### src/rtl/branch_predictor_gshare.sv
// gshare branch predictor: PC[IDX_BITS+1:2] XOR global history indexes a table of saturating counters.
// Define BPRED_STATS_EN to add the Prediction_EX input and the BranchCount/MissCount statistics outputs.
module branch_predictor_gshare #(
  parameter int HIST_BITS = 4,
  parameter int IDX_BITS  = 6,
  parameter int CTR_BITS  = 2
) (
  input  logic                 clock,
  input  logic                 reset,
  input  logic                 BranchExists_ID,
  input  logic [31:0]          PC_ID,
  input  logic                 BranchExists_EX,
  input  logic                 BranchDecision_EX,
  input  logic [IDX_BITS-1:0]  Index_EX,
`ifdef BPRED_STATS_EN
  input  logic                 Prediction_EX,
  output logic [31:0]          BranchCount,
  output logic [31:0]          MissCount,
`endif
  output logic                 Prediction,
  output logic [IDX_BITS-1:0]  PredIndex_ID,
  output logic                 Ready,
  output logic [HIST_BITS-1:0] History
);

  localparam int DEPTH = 1 << IDX_BITS;
  localparam logic [CTR_BITS-1:0] WNT     = CTR_BITS'((1 << (CTR_BITS - 1)) - 1);
  localparam logic [CTR_BITS-1:0] CTR_MAX = '1;

  typedef enum logic {INIT, RUN} state_t;

  state_t                state_reg, state_next;
  logic [IDX_BITS-1:0]   ptr_reg, ptr_next;
  logic [HIST_BITS-1:0]  hist_reg, hist_shift;
  logic [CTR_BITS-1:0]   pht [DEPTH];
  logic [CTR_BITS-1:0]   ctr_cur, ctr_upd;
  logic                  update;

  // Only the index field of the PC takes part in the lookup.
  logic unused_pc_bits;
  assign unused_pc_bits = &{1'b0, PC_ID[31:IDX_BITS+2], PC_ID[1:0]};

  assign Ready   = (state_reg == RUN);
  assign update  = Ready & BranchExists_EX;
  assign History = hist_reg;

  always_ff @(posedge clock or posedge reset) begin
    if (reset) begin
      state_reg <= INIT;
      ptr_reg   <= '0;
      hist_reg  <= '0;
    end else begin
      state_reg <= state_next;
      ptr_reg   <= ptr_next;
      if (update) hist_reg <= hist_shift;
    end
  end

  always_comb begin
    state_next = state_reg;
    ptr_next   = ptr_reg;
    case (state_reg)
      INIT: begin
        ptr_next = ptr_reg + 1'b1;
        if (&ptr_reg) state_next = RUN;
      end
      default: state_next = RUN;
    endcase
  end

  generate
    if (HIST_BITS == 1) begin : g_hist_one
      assign hist_shift = BranchDecision_EX;
    end else begin : g_hist_multi
      assign hist_shift = {hist_reg[HIST_BITS-2:0], BranchDecision_EX};
    end
  endgenerate

  assign ctr_cur = pht[Index_EX];

  always_comb begin
    ctr_upd = ctr_cur;
    if (BranchDecision_EX) begin
      if (ctr_cur != CTR_MAX) ctr_upd = ctr_cur + 1'b1;
    end else begin
      if (ctr_cur != '0) ctr_upd = ctr_cur - 1'b1;
    end
  end

  // Table is not reset: the sweep rewrites it and Ready masks stale contents meanwhile.
  always_ff @(posedge clock) begin
    if (state_reg == INIT) pht[ptr_reg] <= WNT;
    else if (update)       pht[Index_EX] <= ctr_upd;
  end

  assign PredIndex_ID = PC_ID[IDX_BITS+1:2] ^ IDX_BITS'(hist_reg);
  assign Prediction   = BranchExists_ID & Ready & pht[PredIndex_ID][CTR_BITS-1];

`ifdef BPRED_STATS_EN
  always_ff @(posedge clock or posedge reset) begin
    if (reset) begin
      BranchCount <= '0;
      MissCount   <= '0;
    end else if (update) begin
      if (BranchCount != 32'hFFFF_FFFF) BranchCount <= BranchCount + 32'd1;
      if ((Prediction_EX != BranchDecision_EX) && (MissCount != 32'hFFFF_FFFF))
        MissCount <= MissCount + 32'd1;
    end
  end
`endif

endmodule

### config.mk
export PLATFORM = sky130hd
export DESIGN_NAME = branch_predictor_gshare
export DESIGN_NICKNAME = d
export VERILOG_FILES = /design/src/rtl/branch_predictor_gshare.sv
export SDC_FILE = /design/constraint.sdc
export NUM_CORES = 1
export LEC_CHECK = 0
export CAP_MARGIN = 20
export CELL_PAD_IN_SITES_DETAIL_PLACEMENT = 1
export CELL_PAD_IN_SITES_GLOBAL_PLACEMENT = 1
export CORE_UTILIZATION = 35
export CTS_BUF_LIST = sky130_fd_sc_hd__clkbuf_8
export CTS_CLUSTER_DIAMETER = 200
export DETAILED_ROUTE_END_ITERATION = 16
export HOLD_SLACK_MARGIN = 0.03
export PLACE_DENSITY_LB_ADDON = 0.1
export SLEW_MARGIN = 25
export SYNTH_ARGS = -nofsm -noshare
export SYNTH_HDL_FRONTEND = slang
export SYNTH_SLANG_ARGS = --single-unit
export TNS_END_PERCENT = 100
### constraint.sdc
create_clock -name clock -period 5.1 [get_ports clock]
set_input_delay 1.02 -clock clock [delete_from_list [all_inputs] [get_ports clock]]
set_output_delay 1.02 -clock clock [all_outputs]
set_load 0.05 [all_outputs]
### Yosys cells after proc, flatten, opt, wreduce, memory -nomap -nowiden

Memory sizes are Yosys's and may differ from the RTL's.
Index checks and enable logic that the tools add are counted.
Widths: inputs -> output; s select.

| storage, ports and cells | value |
|---|---|
| register bits | 11 |
| latch bits | 0 |
| bits in writable memories | 128 |
| memory bits (read-only) | 0 |
| memories | 1 |

| cells by class | value |
|---|---|
| add/sub/neg operators | 3 |
| multipliers | 0 |
| div/mod/pow operators | 0 |
| $lt $le $gt $ge | 0 |
| equality and inequality tests | 1 |
| shift operators | 0 |
| multiplexer cells | 12 |
| bitwise logic cells | 4 |
| reduce and logical (&&, ||, !) cells | 3 |

Memory list:

| name | words | bits a word | rd ports | clocked after Yosys merged registers in | write ports | RTL line | text |
|---|---|---|---|---|---|---|---|
| pht | 64 | 2 | 2 | 0 | 1 | 35 | `logic [CTR_BITS-1:0] pht [DEPTH];` |

Operators with widths:

| operator | count |
|---|---|
| $mux 2 | 4 |
| $mux 1 | 7 |
| $add 6x1->6 const B | 1 |
| $mux 6 | 1 |
| $reduce_and 6->1 | 1 |
| $xor 6x4->6 | 1 |
| $and 1x1->1 | 3 |
| $add 2x1->2 const B | 1 |
| $ne 2x2->1 const B | 1 |
| $reduce_bool 2->1 | 1 |
| $reduce_or 2->1 | 1 |
| $sub 2x1->2 const B | 1 |

### Longest topological paths before layout

| logic depth | value |
|---|---|
| depth after elaboration | 6 |
| gate-level depth with buffers | 10 |
| depth with buffers taken out | 8 |

### Worst setup path before layout

OpenSTA, ideal clock, no wires.

| path | value |
|---|---|
| path kind | input-to-reg |
| start | input port Index_EX[3] |
| end | memory pht[0][1], data pin |
| data arrival time | 4.231 ns |
| path slack | 0.321 ns |
| stages on the path | 9 |
| path buffers | 3 |
| cell sequence | clkbuf_1 > buf_2 > buf_2 > nor3_1 > nor4_1 > a211oi_2 > a31oi_1 > o21ai_0 > a21oi_1 |

| between the ends | value |
|---|---|
| word-level cells in the longest chain between the ends | 5 |
| elaborated cells between the ends (all ways) | 9 |
| classes of those cells | 2 x add/sub; 1 x eq/ne; 4 x mux; 1 x reduce/logical; 1 x memory |

RTL lines:

| element | RTL line | text |
|---|---|---|
| start: declaration | 14 | `input logic [IDX_BITS-1:0] Index_EX,` |
| $mem_v2 64x2 * | n/a |  |
| $sub 2x1->2, or another cell as far along | 86 | `if (ctr_cur != '0) ctr_upd = ctr_cur - 1'b1;` |
| $mux 2 (on tied branches) | 86, 84 |  |
| $mux 2 * | 83 | `if (BranchDecision_EX) begin` |
| $mux 2 (no source line) * | n/a |  |
| end: declaration | 35 |  |

Every way passes the cells marked *; elsewhere a longest branch is shown, timed or not.

### Worst setup path after layout

| path | value |
|---|---|
| start | input port PC_ID[2] |
| end | output port Prediction |

| between the ends | value |
|---|---|
| word-level cells in the longest chain between the ends | 3 |

RTL lines:

| element | RTL line | text |
|---|---|---|
| start: declaration | 11 | `input logic [31:0] PC_ID,` |
| $xor 6x4->6 | 96 | `assign PredIndex_ID = PC_ID[IDX_BITS+1:2] ^ IDX_BITS'(hist_reg);` |
| $mem_v2 64x2 | n/a |  |
| $and 1x1->1 | 97 | `assign Prediction = BranchExists_ID & Ready & pht[PredIndex_ID][CTR_BITS-1];` |
| end: declaration | 20 | `output logic Prediction,` |

No other way between the ends.

==> impl_metrics.env <==
export IMPL_fin_tns_setup_ns=0
export IMPL_ys_dominant_reg_cell="edfxtp_1"
export IMPL_utilization=0.4110
export IMPL_cp_end_kind="primary output"
export IMPL_cts_clk_slew_worst_paths_ns=0.08
export IMPL_overflow=0
export IMPL_synth_seq_cells=139
export IMPL_portBuffers=28
export IMPL_grtUsageTotal=0.1898
export IMPL_vias=3869
export IMPL_dpl_hpwl_um=11270
export IMPL_relSlewSlack=0.3597
export IMPL_cts_sinks=139
export IMPL_async_flop_share=0.07914
export IMPL_setup_ws_ns=0.3515
export IMPL_skew_ns=0.01151
export IMPL_crit_start="PC_ID[2]"
export IMPL_cts_tree="done"
export IMPL_drt_initial_drc_count=253
export IMPL_wirelength_um=17030
export IMPL_synth_top_cell_area_share=0.5834
export IMPL_clock_latency_ns=0.45
export IMPL_clockRootBuffer="clkbuf_8"
export IMPL_drive_gt1_frac=0.1748
export IMPL_gp_congestion=0.7324
export IMPL_io_pins=55
export IMPL_critPathLaunchType="input port"
export IMPL_synthTopCellsByArea="edfxtp_1, mux4_2, mux4_1"
export IMPL_fillers=1830
export IMPL_fp_dieArea_um2=19380
export IMPL_largest_register_ffs=128
export IMPL_final_min_clock_period_ns=4.748
export IMPL_drt_first_pass_iters=10
export IMPL_cts_hold_fix_buffers=0
export IMPL_start_util=0.3618
export IMPL_cts_buffers=17
export IMPL_final_cells=698
export IMPL_dp_slack_ns=0.3721
export IMPL_status="finished, violations left"
export IMPL_ys_types=48
export IMPL_routedWlPerCell_um=24.40
export IMPL_area_delta_synth_final_pct=13.60
export IMPL_synth_edf_count=128
export IMPL_synthCells=429
export IMPL_drv_cap=0
export IMPL_finalHoldViolCount=0
export IMPL_arrival_ns=3.73
export IMPL_die_w_um=139.2
export IMPL_worstSetupPathType="input port to primary output"
export IMPL_yosysTopAreaCell="edfxtp_1"
export IMPL_crit_path_end="Prediction"
export IMPL_critPathMaxFanout=17
export IMPL_min_delay_path_class="register to register"
export IMPL_grt_max_degree=65
export IMPL_syn_nets=473
export IMPL_yosysWarnings=0
export IMPL_drc=2
export IMPL_rsz0062_at_grt="false"
export IMPL_rrSetupSlack_ns=2.35
export IMPL_synth_area_um2=6589
export IMPL_core_rowCount=49
export IMPL_max_freq_mhz=210.6
export IMPL_ant_nets=0
export IMPL_critPathRequiredTime_ns=4.08
export IMPL_clock_path_buffers=2
export IMPL_vdd_drop_max_mv=0.1541
export IMPL_avgSynthCellArea_um2=15.36
export IMPL_htreeDepth=4
export IMPL_design_core_area_um2=18210
export IMPL_grt_pass1_wl_um=26270
export IMPL_p_leak_nw=2.029
export IMPL_grt_pass1_vias=4213
export IMPL_die_h_um=139.2
export IMPL_slew_violations=0
export IMPL_placedCellCount=668
export IMPL_violations="DRC"
export IMPL_r2r_start="Ready"
export IMPL_final_setup_viol_count=0
export IMPL_nets=502
export IMPL_powerDensity_nw_per_um2=292.6
export IMPL_rr_worst_depth=5
export IMPL_min_period_over_period=0.9311
export IMPL_postCtsSetupRepairBufs=0
export IMPL_rr_endpoint="pht[33][0]"
export IMPL_ctsResizeCount=0
export IMPL_antenna_found_initial=0
export IMPL_tightest_slew_ns=0.9605
export IMPL_n_antenna_cell=0
export IMPL_viasPerCell=5.543
export IMPL_yosysSeqAreaShare=0.6251
==> power breakdown <==
group / internal, mW / total [mW] / leakage [nW] / switching, mW
Combinational: 0.0470 / 0.116 / 0.805 / 0.0690
Sequential: 1.22 / 1.22 / 1.04 / 0
Clock: 0.423 / 0.849 / 0.186 / 0.425
==> layer usage <==
layer	vias up	global-route usage	wire, µm
met2	80	0.3200	8354
met5	-	0	0
met4	0	0.05322	208
met3	13	0.04523	796
met1	2041	0.2443	7670
li1	1735	-	-
==> per-stage QoR <==
stage	hold WS, ns	total power [mW]	area (µm²)
2_1_floorplan	0.4773	1.325	6589
3_3_place_gp	0.5258	1.368	7122
3_5_place_dp	0.5266	1.369	7122
4_1_cts	0.5416	2.211	7485
5_1_grt	0.5568	2.255	7485
6_report	0.5379	2.190	7485
==> kinds of logic after synthesis <==
family	synth area share
AOI/OAI and AO/OA	0.05032
adders and majority gates	0.001899
buffers and inverters	0.02697
and+or+nand+nor	0.09666
xor gates and xnor gates	0.01310
muxes	0.1859
DFF	0.6251
==> how the worst min path moves through the flow <==
| stage | start | end | slack (ns) | cells past startpoint |
|---|---|---|---|---|
| floorplan | ptr_reg[4] | ptr_reg[4] | 0.48 | 1 |
| detailed placement | ptr_reg[0] | ptr_reg[0] | 0.53 | 1 |
| CTS | ptr_reg[0] | ptr_reg[0] | 0.54 | 1 |
| global route | ptr_reg[4] | ptr_reg[4] | 0.56 | 1 |
| finish | ptr_reg[0] | ptr_reg[0] | 0.54 | 1 |
| global placement | ptr_reg[0] | ptr_reg[0] | 0.53 | 1 |
==> critical path, stage by stage <==
cell and delay [ns]:
clkdlybuf4s50_1 0.56, xor2_4 0.18, buf_12 0.21, mux4_2 0.53, a22oi_1 0.30, a21boi_0 0.14, o21ai_0 0.16, o21ai_0 0.19
and3_1 0.23, buf_4 0.18
==> final cells by class <==
type / count / area [µm²] / area share
flip-flops and latches: 139 / 4119 / 0.5503
clock buffers: 17 / 234.0 / 0.03126
repair buffers: 35 / 370.4 / 0.04948
clock inverters: 13 / 128.9 / 0.01722
inverters: 6 / 22.52 / 0.003009
well taps: 229 / 286.5 / 0.03828
multi-input cells: 259 / 2323 / 0.3104
==> synth_stat cells, types with 2 or more instances <==
| master | count |
|---|---|
| mux4_1 | 16 |
| or3_1 | 4 |
| nand3_1 | 9 |
| nor3_1 | 2 |
| a211oi_1 | 3 |
| buf_2 | 6 |
| nor2_1 | 72 |
| buf_6 | 3 |
| o21a_1 | 3 |
| o22ai_1 | 3 |
| mux4_2 | 32 |
| o21ai_0 | 7 |
| inv_1 | 6 |
| mux2_2 | 3 |
| o31ai_1 | 3 |
| clkbuf_1 | 10 |
| a21oi_1 | 4 |
| nand2_1 | 39 |
| a31oi_1 | 3 |
| nor2b_1 | 6 |
| nor4_1 | 2 |
| o31a_1 | 2 |
| nand2b_1 | 6 |
| edfxtp_1 | 128 |
| mux2i_1 | 5 |
| a211o_1 | 2 |
| xnor2_1 | 7 |
| dfrtp_1 | 11 |
| buf_4 | 4 |
| and3_1 | 2 |
| a22oi_1 | 9 |
==> cells in the final DEF, fill, tap and decap left out, drive strengths merged, types with 3 or more instances in the layout <==
cell type,netlist,routed
edfxtp,128,128
nor2,72,72
mux4,48,48
nand2,39,39
clkdlybuf4s50,0,25
clkbuf,10,17
dfrtp,11,11
nand3,10,10
a22oi,10,10
buf,15,10
inv,6,8
xnor2,7,7
o21ai,7,7
clkinv,0,7
nor2b,6,6
nand2b,6,6
mux2i,5,5
or3,4,4
a211oi,4,4
a21oi,4,4
mux2,3,3
o22ai,3,3
a31oi,3,3
o31ai,3,3
o21a,3,3
No activity file was read; power rests on OpenSTA's default activity.
